### src/rtl/pipe_hazard_ctrl_pkg.sv
// Shared constants for the pipeline hazard controller: stage indices, FSM encoding,
// register-address width and the stall/flush patterns built from them.
package pipe_hazard_ctrl_pkg;

    localparam int unsigned RegAddrW  = 5;
    localparam int unsigned NumStages = 4;

    localparam int unsigned StageIfId  = 0;
    localparam int unsigned StageIdEx  = 1;
    localparam int unsigned StageExMem = 2;
    localparam int unsigned StageMemWb = 3;

    typedef enum logic {
        StIdle = 1'b0,
        StMcyc = 1'b1
    } hz_state_e;

    typedef logic [RegAddrW-1:0]  reg_addr_t;
    typedef logic [NumStages-1:0] stage_vec_t;

    localparam stage_vec_t StageNone = '0;
    localparam stage_vec_t StageAll  = '1;

    // Per-hazard stall/flush patterns, expressed in terms of the stage indices.
    localparam stage_vec_t StallMcyc    = (stage_vec_t'(1) << StageIfId) |
                                          (stage_vec_t'(1) << StageIdEx);
    localparam stage_vec_t FlushMcyc    = stage_vec_t'(1) << StageExMem;
    localparam stage_vec_t FlushBranch  = (stage_vec_t'(1) << StageIfId) |
                                          (stage_vec_t'(1) << StageIdEx);
    localparam stage_vec_t StallLoadUse = stage_vec_t'(1) << StageIfId;
    localparam stage_vec_t FlushLoadUse = stage_vec_t'(1) << StageIdEx;

    function automatic logic src_hit(input reg_addr_t src, input logic ren,
                                     input reg_addr_t rd);
        return ren && (src == rd);
    endfunction

endpackage

### src/rtl/pipe_hazard_ctrl_mcyc_counter.sv
// Multi-cycle EX op tracker: IDLE/MCYC state flop plus a down-counter that
// keeps running regardless of memory wait.
module pipe_hazard_ctrl_mcyc_counter
    import pipe_hazard_ctrl_pkg::*;
#(
    parameter int unsigned MCYC_LAT = 4,
    parameter int unsigned CNT_W    = $clog2(MCYC_LAT) + 1
) (
    input  logic clk,
    input  logic rst,
    input  logic load,
    output logic busy
);

    hz_state_e        state_q, state_d;
    logic [CNT_W-1:0] cnt_q, cnt_d;
    logic             done;

    // The start cycle is served from IDLE, so MCYC only needs MCYC_LAT-1 more.
    assign done = (state_q == StMcyc) && (cnt_q == CNT_W'(1));
    assign busy = (state_q == StMcyc);

    always_comb begin
        state_d = state_q;
        cnt_d   = cnt_q;
        unique case (state_q)
            StIdle: begin
                if (load) begin
                    state_d = StMcyc;
                    cnt_d   = CNT_W'(MCYC_LAT - 1);
                end
            end
            StMcyc: begin
                cnt_d = cnt_q - CNT_W'(1);
                if (done) begin
                    state_d = StIdle;
                end
            end
        endcase
    end

    always_ff @(posedge clk) begin
        if (!rst) begin
            state_q <= StIdle;
            cnt_q   <= '0;
        end else begin
            state_q <= state_d;
            cnt_q   <= cnt_d;
        end
    end

endmodule

### src/rtl/pipe_hazard_ctrl.sv
// Central stall/flush generator for the 5-stage pipeline. Optional performance
// counters are built when PIPE_HAZARD_PERF_EN is defined.
module pipe_hazard_ctrl
    import pipe_hazard_ctrl_pkg::*;
#(
    parameter int unsigned XLEN     = 32,
    parameter int unsigned MCYC_LAT = 4,
    parameter int unsigned CNT_W    = $clog2(MCYC_LAT) + 1
) (
    input  logic                 clk,
    input  logic                 rst,
    input  logic [RegAddrW-1:0]  id_rs1_addr,
    input  logic [RegAddrW-1:0]  id_rs2_addr,
    input  logic                 id_rs1_ren,
    input  logic                 id_rs2_ren,
    input  logic [RegAddrW-1:0]  ex_rd_addr,
    input  logic                 ex_mem_ren,
    input  logic                 ex_branch_taken,
    input  logic [XLEN-1:0]      ex_branch_target,
    input  logic                 ex_mcyc_start,
    input  logic                 mem_wait,
    output logic                 pc_stall,
    output logic                 pc_redirect,
    output logic [XLEN-1:0]      pc_redirect_addr,
    output logic [NumStages-1:0] stall,
    output logic [NumStages-1:0] flush,
    output logic                 mcyc_busy,
    output logic [31:0]          perf_stall_cnt,
    output logic [31:0]          perf_flush_cnt
);

    logic busy;
    logic mcyc_load;
    logic mcyc_hold;
    logic load_use;

    // A start held off by mem_wait is not latched; the op stays in EX and re-asserts.
    assign mcyc_load = ex_mcyc_start && !mem_wait && !busy;
    assign mcyc_hold = busy || ex_mcyc_start;

    assign load_use = ex_mem_ren && (ex_rd_addr != '0) &&
                      (src_hit(id_rs1_addr, id_rs1_ren, ex_rd_addr) ||
                       src_hit(id_rs2_addr, id_rs2_ren, ex_rd_addr));

    pipe_hazard_ctrl_mcyc_counter #(
        .MCYC_LAT (MCYC_LAT),
        .CNT_W    (CNT_W)
    ) u_mcyc_counter (
        .clk  (clk),
        .rst  (rst),
        .load (mcyc_load),
        .busy (busy)
    );

    assign mcyc_busy = rst && busy;

    always_comb begin
        pc_stall         = 1'b0;
        pc_redirect      = 1'b0;
        pc_redirect_addr = '0;
        stall            = StageNone;
        flush            = StageNone;
        if (!rst) begin
            // Outputs held quiet while in reset.
        end else if (mem_wait) begin
            pc_stall = 1'b1;
            stall    = StageAll;
        end else if (mcyc_hold) begin
            pc_stall = 1'b1;
            stall    = StallMcyc;
            flush    = FlushMcyc;
        end else if (ex_branch_taken) begin
            pc_redirect      = 1'b1;
            pc_redirect_addr = ex_branch_target;
            flush            = FlushBranch;
        end else if (load_use) begin
            pc_stall = 1'b1;
            stall    = StallLoadUse;
            flush    = FlushLoadUse;
        end
    end

`ifdef PIPE_HAZARD_PERF_EN
    logic [31:0] perf_stall_q;
    logic [31:0] perf_flush_q;

    always_ff @(posedge clk) begin
        if (!rst) begin
            perf_stall_q <= '0;
            perf_flush_q <= '0;
        end else begin
            if (pc_stall) begin
                perf_stall_q <= perf_stall_q + 32'd1;
            end
            if (flush != StageNone) begin
                perf_flush_q <= perf_flush_q + 32'd1;
            end
        end
    end

    assign perf_stall_cnt = rst ? perf_stall_q : '0;
    assign perf_flush_cnt = rst ? perf_flush_q : '0;
`else
    assign perf_stall_cnt = '0;
    assign perf_flush_cnt = '0;
`endif

endmodule

### config.mk
export PLATFORM = sky130hd
export DESIGN_NAME = pipe_hazard_ctrl
export DESIGN_NICKNAME = d
export VERILOG_FILES = /design/src/rtl/pipe_hazard_ctrl_pkg.sv /design/src/rtl/pipe_hazard_ctrl_mcyc_counter.sv /design/src/rtl/pipe_hazard_ctrl.sv
export SDC_FILE = /design/constraint.sdc
export NUM_CORES = 1
export LEC_CHECK = 0
export ABC_AREA = 1
export CAP_MARGIN = 20
export CORE_MARGIN = 2
export CORE_UTILIZATION = 31
export CTS_CLUSTER_DIAMETER = 80
export DETAILED_ROUTE_END_ITERATION = 10
export PLACE_DENSITY_LB_ADDON = 0.12
export SLEW_MARGIN = 20
export SYNTH_ARGS = -nofsm -noshare
export SYNTH_HDL_FRONTEND = slang
export SYNTH_HIERARCHICAL = 1
export SYNTH_SLANG_ARGS = --single-unit
export TNS_END_PERCENT = 20
### constraint.sdc
create_clock -name clk -period 3.4 [get_ports clk]
set_input_delay 0.34 -clock clk [delete_from_list [all_inputs] [get_ports clk]]
set_output_delay 0.34 -clock clk [all_outputs]
set_load 0.02 [all_outputs]
==> impl_summary.txt, run 1 <==
----------------------------------------------------
[Route]
  Total detailed-routing wirelength ... 3380 um
  Remaining design rule violation count ... 0
  Pre-Repair DR Iteration Count ... 4
  Overall via count from detail_route ... 1370
  Detailed router's first-iteration violation count ... 22
  Vias/cell ... 3.58
  Remaining number of nets flagged by the antenna check after routing ... 0
  Routed length per placed instance ... 8.83 um

[STA]
  TNS Setup ... 0 ns
  Count of final hold-check violations ... 0
  Final cycle utilization of the critical path ... 0.790
  Max Transition Viols Final ... 0
  Post-layout minimum cycle time ... 2.69 ns
  Number of endpoints failing setup at the final stage ... 0
  Setup slack of the critical path after layout ... 0.713 ns
  F_max ... around 370 MHz
  Hold Slack ... approximately 0.49 ns
  RSZ-0062 raised after global routing ... false
  Clock skew after layout ... 0.00301 ns

[Place]
  Total instance count after detailed placement ... 380
  I/O Buffers ... 96
  Half-perimeter wire length after placement ... between 3000 and 4000 um
  Global placer's final weighted congestion ... 0.727
  Pre-CTS setup slack ... roughly 0.68 ns
  Placement-stage cell area ... 2230 um2

[Synthesis]
  Number of flops mapped to enable cells by yosys ... 0
  Number of synthesis warnings ... 6
  Share of flip-flops with an asynchronous set or reset ... 0
  Leading area contributor after synthesis ... buf_4
  XOR/XNOR Fraction of Synth Area ... 0
  Post-Synth Simple-Gate Area ... 0.382
  Summed instance area of the synthesized netlist ... 1500 um2
  Post-synthesis register bit count ... 4
  Share of the synthesized area in compound gates (AO/OA/AOI/OAI) ... 0.0293
  Portion of netlist area occupied by mux cells ... 0
  Proportion of synthesized chip area in sequential cells ... 0.0535
  Cell with the most instances after synthesis ... buf_4
  Count of different cell masters after synthesis ... 21
  Fraction of synthesized cell area taken by the top area cell type ... 0.341
  Commonest cells in the netlist ... 68 x buf_4, 54 x inv_1, 40 x nand2_1, 23 x nor2_4, 14 x nor2_1
  Main synth FF type ... dfxtp_1
  Mean instance size in the synthesized netlist ... between 6 and 7 um2
  Gate count of the mapped netlist ... between 200 and 250
  Largest family of logic cells by synthesized area ... buffers and inverters
  Synthesized-area fraction occupied by adder cells ... 0.0167
  Leading cell types by total area after synthesis ... buf_4 34%, nor2_4 17%, inv_1 14%, nand2_1 10%, dfxtp_1 5.4%

[Floorplan]
  Die ar. ... 5400 um2
  Std-Cell Core Area ... 4690 um2
  Number of rows in the core area ... 25
  Starting Density ... 0.319
  I/O Pins ... 162
  X dimension of the die ... 73.5 um
  Die Y ... 73.5 um

[Global route]
  Global-route wire length before repair ... ~5100 um
  Global-route usage over all layers ... 0.118
  Antenna violations before repair ... 0
  Pin count of the biggest net entering global routing ... 21
  Number of global-route vias before repair ... 1149
  Leftover overflow at the end of global routing ... 0

[Setup path]
  Arrival @ worst endpoint ... 2.35 ns
  Largest fanout of any net on the critical path ... 20
  Data required time of the worst path ... 3.06 ns
  Element type at the critical path start ... input pin
  Capturing element type of the critical path ... output pin
  Worst Setup Path Type ... input pin to output pin

[Worst hold path]
  Hold Crit Class ... flop to flop

[Power]
  Clock Power Share ... 0.249
  Pwr Total ... 0.397 mW
  Internal ... 0.225 mW
  Net switching fraction of the power ... 0.433
  Sw Pwr ... 0.172 mW
  Peak supply drop ... 147 uV
  Leakage power of the design ... 1.19 nW
  Share of power burned in combinational logic ... 0.610
  Sequential fraction of design power ... 0.141
  PD cells ... 175 nW/um2

[Cells and area]
  Utilization of the core after routing ... 0.484
  Area growth, synth to finish ... 51.8%
  Count of placed standard cells in the final layout, fillers left out ... 383
  Net count, final ... roughly 390
  Layout cells sized above 1 ... 0.122
  Diode insertion count for antenna repair ... 0
  Post-layout instance area ... 2270 um2

[Clocking]
  Hold-fix buffers, CTS ... 0
  Count of cells resized by post-cts repair ... 0
  # Post-CTS Setup Buffers ... 0
  Maximum buffer depth of the clock tree ... 2
  CTS Root Cell ... clkbuf_8
  Clock net sink count ... 4
  Insertion delay of the later-clocked pin in the worst-skew pair ... ~0.22 ns
  Clock transition at path regs ... approximately 0.03 ns
  TritonCTS clock tree ... yes
  Clock buffers created by TritonCTS ... 3
  Number of levels the H-tree was split into ... 1

[Status]
  Outcome ... completed

[Job]
  Max-cap violation count ... 0

----------------------------------------------------
[power by group through the flow]
stage | Combinational, mW | Sequential, mW | Clock [mW]
2_1_floorplan | 0.204 | 0.0557 | 0
3_3_place_gp | 0.240 | 0.0568 | 0
5_1_grt | 0.265 | 0.0569 | 0.107
3_5_place_dp | 0.241 | 0.0566 | 0
6_report | 0.242 | 0.0559 | 0.0989
4_1_cts | 0.242 | 0.0560 | 0.102
[logic make-up (layout without fill, tap and decap cells)]
group / after synthesis / in the layout
simple gates: 93 / 93
flops: 4 / 4
other cells: 1 / 65
fa+ha+maj: 2 / 2
buf+inv: 127 / 157
compound gates: 8 / 8
[cells in the final DEF, fill, tap and decap left out, drive strengths merged]
master	instances
nand2	41
nor2	44
buf	2
nand4	1
clkdlybuf4s50	96
conb	65
nor3b	1
ha	2
dfxtp	4
clkbuf	3
o21ai	4
nor3	2
inv	56
nand3	4
a21oi	4
[sequential cells by signal, indices dropped and copies added (netlist names)]
register              flops
u_mcyc_counter/busy       1
u_mcyc_counter/cnt_q      3
[layout make-up]
type | count | area, um2
fillers | 506 | 2420
repair buffers | 98 | 988
multi-input cells | 168 | 885
inverters | 56 | 210
flip-flops and latches | 4 | 80.1
well taps | 54 | 67.6
clock buffers | 3 | 41.3
[metal layers]
layer | GRT usage | share of wire | vias to the layer above | routed length [um]
li1 | - | - | 719 | -
met1 | 0.137 | 0.38 | 565 | 1270
met2 | 0.221 | 0.52 | 84 | 1760
met3 | 0.0206 | 0.097 | 2 | 327
met4 | 0.0303 | 0.0056 | 0 | 19
met5 | 0 | 0 | - | 0
[critical path: stages]
cell and delay, ns:
clkdlybuf4s50_1 0.50, inv_2 0.07, nor3_4 0.22, nand2_4 0.23
buf_12 0.26, nor2_1 0.10, clkdlybuf4s50_1 0.61
[final timing paths]
kind | start | endpoint | slack (ns) | cells after the start
worst max-delay path | rst | pc_redirect_addr[26] | 0.71 | 7
worst min-delay path | u_mcyc_counter/cnt_q[1] | u_mcyc_counter/cnt_q[1] | 0.49 | 2
worst max register to register | u_mcyc_counter/busy | u_mcyc_counter/cnt_q[2] | 2.38 | 4
worst min register to register | u_mcyc_counter/cnt_q[1] | u_mcyc_counter/cnt_q[1] | 0.49 | 2
No activity file was read; power rests on OpenSTA's default activity.
==> run 2, diff against run 1 <==
Settings changed: CORE_UTILIZATION 31 to 26.
Clock period 3.4 ns to 2.25 ns, I/O delays scaled along.
==> impl_summary.txt, run 2 (synthesis gave the netlist of run 1 again) <==
----------------------------------------------------
[Route]
  Detailed router's first-iteration violation count ... 15
  Overall via count from detail_route ... 1380
  Total detailed-routing wirelength ... 3610 um
  Vias/cell ... approximately 3.4
  Remaining number of nets flagged by the antenna check after routing ... 0
  Remaining design rule violation count ... 0
  Pre-Repair DR Iteration Count ... 4
  Routed length per placed instance ... 8.89 um

[STA]
  Clock skew after layout ... 0.000394 ns
  Setup slack of the critical path after layout ... 0.0843 ns
  Count of final hold-check violations ... 0
  Number of endpoints failing setup at the final stage ... 0
  F_max ... about 460 MHz
  RSZ-0062 raised after global routing ... false
  TNS Setup ... 0 ns
  Final cycle utilization of the critical path ... 0.963
  Hold Slack ... 0.484 ns
  Max Transition Viols Final ... 0
  Post-layout minimum cycle time ... 2.17 ns

[Cells and area]
  Fillers ... 600
  Highest-count cells in the layout ignoring fill and taps ... 65 x conb_1, 63 x clkdlybuf4s50_1, 54 x inv_1, 40 x nand2_1, 30 x dlymetal6s2s_1
  Most common library cell in the layout ignoring fill and taps ... conb_1
  Area of combinational cells with multiple inputs ... 885 um2
  Count of placed standard cells in the final layout, fillers left out ... 406
  Layout cells sized above 1 ... 0.135
  Seq. cell area ... 80.1 um2
  Net count, final ... 393
  Register name with the most flops ... u_mcyc_counter/cnt_q
  Post-layout instance area ... 2420 um2
  Area growth, synth to finish ... 61.5%
  Max FFs per register ... 3
  Diode insertion count for antenna repair ... 0

[Clocking]
  Clock transition at path regs ... ~0.030 ns
  TritonCTS clock tree ... yes
  Clock buffers created by TritonCTS ... 3
  CTS Root Cell ... clkbuf_8
  # Post-CTS Setup Buffers ... 0
  Number of levels the H-tree was split into ... 1
  Clock net sink count ... 4
  Maximum buffer depth of the clock tree ... 2
  Count of cells resized by post-cts repair ... 3
  Hold-fix buffers, CTS ... 0
  Insertion delay of the later-clocked pin in the worst-skew pair ... 0.22 ns

[Power]
  Sequential fraction of design power ... 0.135
  Peak supply drop ... 317 uV
  PD cells ... 251 nW/um2
  Clock Power Share ... 0.251
  Leakage power of the design ... 1.77 nW
  Share of power burned in combinational logic ... 0.614
  Net switching fraction of the power ... 0.434
  Internal ... 0.343 mW
  Sw Pwr ... 0.264 mW

[Setup path]
  Top cell by count, worst path ... clkdlybuf4s50_1
  Largest fanout of any net on the critical path ... 12
  Setup crit start ... ex_mcyc_start
  Element type at the critical path start ... input pin
  Delay-heaviest family, CP ... buffers and inverters
  CP cell instances ... clkdlybuf4s50_1 -> nor2_2 -> inv_2 -> nor3_4 -> nand2_4 -> buf_12 -> nor2_4 -> clkdlybuf4s50_1
  Worst Setup Path Type ... input pin to output pin
  Arrival @ worst endpoint ... ~1.9 ns
  Highest cell delay on the worst timing path ... 0.60 ns
  Buffers plus inverters on the worst setup path ... 4
  Data required time of the worst path ... 2.03 ns
  Critical Path Slowest Stage Cell ... clkdlybuf4s50_1
  Source of the worst register-to-register timing path ... u_mcyc_counter/busy
  Capturing element type of the critical path ... output pin

[Place]
  Pre-CTS setup slack ... -0.0155 ns
  Global placer's final weighted congestion ... 0.734
  I/O Buffers ... 96
  Half-perimeter wire length after placement ... 3180 um
  Placement-stage cell area ... between 2000 and 2500 um2
  Total instance count after detailed placement ... slightly above 400

[Floorplan]
  Starting Density ... 0.270
  Die ar. ... 6380 um2
  I/O Pins ... 162
  X dimension of the die ... 79.9 um
  Std-Cell Core Area ... 5540 um2
  Number of rows in the core area ... 27
  Die Y ... 79.9 um

[Global route]
  Global routing usage on met1 ... 0.125
  Layer with the highest usage after global routing ... met2
  Pin count of the biggest net entering global routing ... 23
  Global-route usage over all layers ... 0.100
  Number of global-route vias before repair ... 1077
  Antenna violations before repair ... 0
  GR Layer Usage met3 ... 0.0396
  GR Layer Usage met2 ... 0.160
  Global-route wire length before repair ... approximately 5100 um
  Leftover overflow at the end of global routing ... 0

[Worst hold path]
  Hold Crit Class ... flop to flop
  Source of the worst hold timing path ... u_mcyc_counter/cnt_q[1]

[Job]
  Max-cap violation count ... 0

[Status]
  Outcome ... completed

----------------------------------------------------
run 2: cell types whose count changed in the layout (fill, tap and decap cells not counted), sizes merged:
| cell | previous run | this run |
|---|---|---|
| dlygate4sd2 | 0 | 3 |
| buf | 2 | 7 |
| clkdlybuf4s50 | 96 | 63 |
| dlymetal6s2s | 0 | 30 |
run 2: metrics by stage:
step	total power, mW	utilization
final	0.607	0.436
after detailed placement	0.460	0.416
after global placement	0.459	0.416
after floorplan	0.393	-
after global routing	0.655	0.436
after CTS	0.615	0.423
run 2: final cells by class:
class                      count  share of cell area
timing repair buffer         103               0.459
multi-input combinational    168               0.366
inverter                      56              0.0870
tap                           72              0.0373
sequential                     4              0.0331
clock buffer                   3              0.0171
run 2: routing by layer:
layer | wire length (um) | part of all wire
met5 | 0 | 0
met4 | 23 | 0.0064
met3 | 529 | 0.15
met2 | 1590 | 0.44
met1 | 1460 | 0.41
run 2: power groups by stage:
stage                     Clock, mW  Combinational (mW)  Sequential (mW)
final                         0.152               0.373           0.0819
after CTS                     0.157               0.376           0.0819
after global routing          0.166               0.407           0.0829
after global placement            0               0.376           0.0827
after floorplan                   0               0.308           0.0841
after detailed placement          0               0.377           0.0830
run 2: worst register-to-register path: cells and delay by family, from the launching register on:
| kind | cells | cell delay [ns] |
|---|---|---|
| AND/OR/NAND/NOR | 3 | 0.44 |
| AO/OA/AOI/OAI | 1 | 0.05 |
| buffers and inverters | 1 | 0.16 |
| flip-flops | 1 | 0.31 |
run 2: worst paths after layout:
kind                        endpoint  slack [ns]  cells past startpoint
max              pc_redirect_addr[7]        0.08                      8
min          u_mcyc_counter/cnt_q[1]        0.48                      2
max reg2reg  u_mcyc_counter/cnt_q[2]        1.18                      5
min reg2reg  u_mcyc_counter/cnt_q[1]        0.48                      2
==> run 3, diff against run 2 <==
Settings changed: ABC_AREA 1 to default, CORE_UTILIZATION 26 to 22, SETUP_SLACK_MARGIN from default to 0.5.
==> impl_summary.txt, run 3 <==
----------------------------------------------------
[Place]
  Half-perimeter wire length after placement ... 2660 um
  Pre-CTS setup slack ... -0.236 ns
  Placement-stage cell area ... 1970 um2
  I/O Buffers ... between 90 and 100
  Global placer's final weighted congestion ... between 0.7 and 0.8

[Synthesis]
  Number of flops mapped to enable cells by yosys ... 0
  Main synth FF type ... dfxtp_1
  Commonest cells in the netlist ... 69 x buf_4, 34 x and2_1, 8 x xor2_1, 5 x inv_1, 4 x dfxtp_1
  Share of flip-flops with an asynchronous set or reset ... 0
  Cell with the most instances after synthesis ... buf_4
  Leading area contributor after synthesis ... buf_4
  Number of synthesis warnings ... 6
  Proportion of synthesized chip area in sequential cells ... 0.0696
  Mean instance size in the synthesized netlist ... 7.52 um2
  Post-synthesis register bit count ... 4
  Leading cell types by total area after synthesis ... buf_4 45%, and2_1 18%, dfxtp_1 7.0%, xor2_1 6.1%, ha_1 2.2%
  Gate count of the mapped netlist ... 153
  Count of different cell masters after synthesis ... 30
  Fraction of synthesized cell area taken by the top area cell type ... 0.450
  Summed instance area of the synthesized netlist ... about 1200 um2

[Clocking]
  CTS Root Cell ... clkbuf_8
  Clock buffers created by TritonCTS ... 3
  Maximum buffer depth of the clock tree ... 2
  Clock net sink count ... 4
  Number of levels the H-tree was split into ... 1
  Hold-fix buffers, CTS ... 0
  Insertion delay of the later-clocked pin in the worst-skew pair ... 0.21 ns
  TritonCTS clock tree ... yes
  Clock transition at path regs ... 0.03 ns

[Setup path]
  Largest fanout of any net on the critical path ... 9
  Arrival @ worst endpoint ... 1.53 ns
  Element type at the critical path start ... input pin
  Data required time of the worst path ... about 2.0 ns
  Worst Setup Path Type ... input pin to output pin
  Critical Path Slowest Stage Cell ... clkdlybuf4s50_1
  Highest cell delay on the worst timing path ... 0.50 ns
  CP cell instances ... clkdlybuf4s50_1 -> and3_4 -> buf_12 -> and2_1 -> clkdlybuf4s15_1
  Capturing element type of the critical path ... output pin

[Cells and area]
  Highest-count cells in the layout ignoring fill and taps ... 65 x conb_1, 40 x clkdlybuf4s50_1, 33 x and2_1, 18 x clkdlybuf4s15_2, 17 x buf_4
  Layout cells sized above 1 ... 0.259
  Net count, final ... 314
  Most common library cell in the layout ignoring fill and taps ... conb_1
  Max FFs per register ... 3
  Diode insertion count for antenna repair ... 0
  Area growth, synth to finish ... 80.5%
  Utilization of the core after routing ... 0.410
  Fillers ... 530
  Register name with the most flops ... u_mcyc_counter/cnt_q
  Post-layout instance area ... roughly 2100 um2

[Power]
  Peak supply drop ... 492 uV
  Leakage power of the design ... 1.01 nW
  PD cells ... 271 nW/um2

[Route]
  Vias/cell ... 3.48
  Total detailed-routing wirelength ... ~3300 um
  Remaining number of nets flagged by the antenna check after routing ... 0
  Routed length per placed instance ... 10.1 um
  Overall via count from detail_route ... approximately 1100
  Pre-Repair DR Iteration Count ... 4
  Detailed router's first-iteration violation count ... 10
  Remaining design rule violation count ... 0

[Worst hold path]
  Hold Crit Class ... flop to flop

[Floorplan]
  X dimension of the die ... roughly 76 um
  Die ar. ... about 5800 um2
  Starting Density ... 0.227
  Std-Cell Core Area ... 5070 um2
  Number of rows in the core area ... 26
  I/O Pins ... between 150 and 200
  Die Y ... roughly 76 um

[STA]
  Setup slack of the critical path after layout ... 0.491 ns
  Post-layout minimum cycle time ... 1.76 ns
  TNS Setup ... 0 ns
  RSZ-0062 raised after global routing ... true
  F_max ... 568 MHz
  Number of endpoints failing setup at the final stage ... 0
  Hold Slack ... 0.481 ns
  Count of final hold-check violations ... 0
  Max Transition Viols Final ... 0
  Final cycle utilization of the critical path ... 0.782
  Clock skew after layout ... around 0.0027 ns

[Global route]
  Antenna violations before repair ... 0
  Pin count of the biggest net entering global routing ... 19
  Global-route usage over all layers ... 0.0953
  Leftover overflow at the end of global routing ... 0
  Global-route wire length before repair ... 4540 um
  Number of global-route vias before repair ... 944

[Status]
  Outcome ... completed

[Job]
  Max-cap violation count ... 0

----------------------------------------------------
[run 3: cell count changes in the layout (fill, tap and decap cells not counted), sizes merged, moves of 7 or more]
| cell | before | now |
|---|---|---|
| clkbuf | 3 | 10 |
| and2 | 0 | 35 |
| clkdlybuf4s50 | 63 | 40 |
| buf | 7 | 27 |
| clkdlybuf4s15 | 0 | 24 |
| inv | 56 | 5 |
| xor2 | 0 | 8 |
| dlymetal6s2s | 30 | 3 |
| nor2 | 44 | 2 |
| nand2 | 41 | 0 |
[run 3: path summary, 6_finish.rpt]
| check | start | to | slack, ns | cells after the start |
|---|---|---|---|---|
| max | ex_branch_taken | pc_redirect_addr[16] | 0.49 | 5 |
| min | u_mcyc_counter/cnt_q[2] | u_mcyc_counter/busy | 0.48 | 2 |
| max reg2reg | u_mcyc_counter/busy | u_mcyc_counter/cnt_q[2] | 0.93 | 4 |
| min reg2reg | u_mcyc_counter/cnt_q[2] | u_mcyc_counter/busy | 0.48 | 2 |
[run 3: worst max-delay path, delay by kind of cell]
kind,cells,cell delay (ns)
buf+inv,3,0.92
simple gates,2,0.38
[run 3: repair_timing]
action,in CTS,in global routing
cloned,1,2
buffers inserted,1,1
setup endpoints to repair,42,41
resized for setup,153,28
pin swaps,14,2
[run 3: per-layer routing]
layer	wire length [um]	vias to the layer above	track usage
met4	0	0	0.00545
met2	1720	86	0.199
met3	345	0	0.0332
met5	0	-	0
met1	1230	485	0.0918
li1	-	560	-
[run 3: through the flow]
stage	power (mW)	std cells
2_1_floorplan	0.357	217
3_3_place_gp	0.416	317
3_5_place_dp	0.416	317
4_1_cts	0.560	322
5_1_grt	0.597	325
6_report	0.564	325
[run 3: layout make-up]
| cell class | instances | area (um2) | area share |
|---|---|---|---|
| clock buffer | 3 | 41.3 | 0.0199 |
| multi-input combinational | 135 | 783 | 0.377 |
| timing repair buffer | 108 | 1070 | 0.513 |
| inverter | 5 | 18.8 | 0.00903 |
| tap | 70 | 87.6 | 0.0421 |
| sequential | 4 | 81.3 | 0.0391 |
[run 3: where the power goes]
part	switching (mW)	internal (mW)
clock network	0.0335	0.114
logic	0.186	0.146
registers	0.00553	0.0789
total	0.225	0.338
[run 3: cells by family (layout without fill, tap and decap cells)]
kind of cell	count (synthesis)	in the layout	share of synthesized area
AO/OA/AOI/OAI	11	11	0.0739
XOR/XNOR	10	10	0.0761
adder cells (fa/ha/maj)	2	2	0.0217
buffers and inverters	78	116	0.489
flip-flops	4	4	0.0696
multiplexers	1	1	0.0130
other	1	65	0.00326
AND/OR/NAND/NOR	46	46	0.253
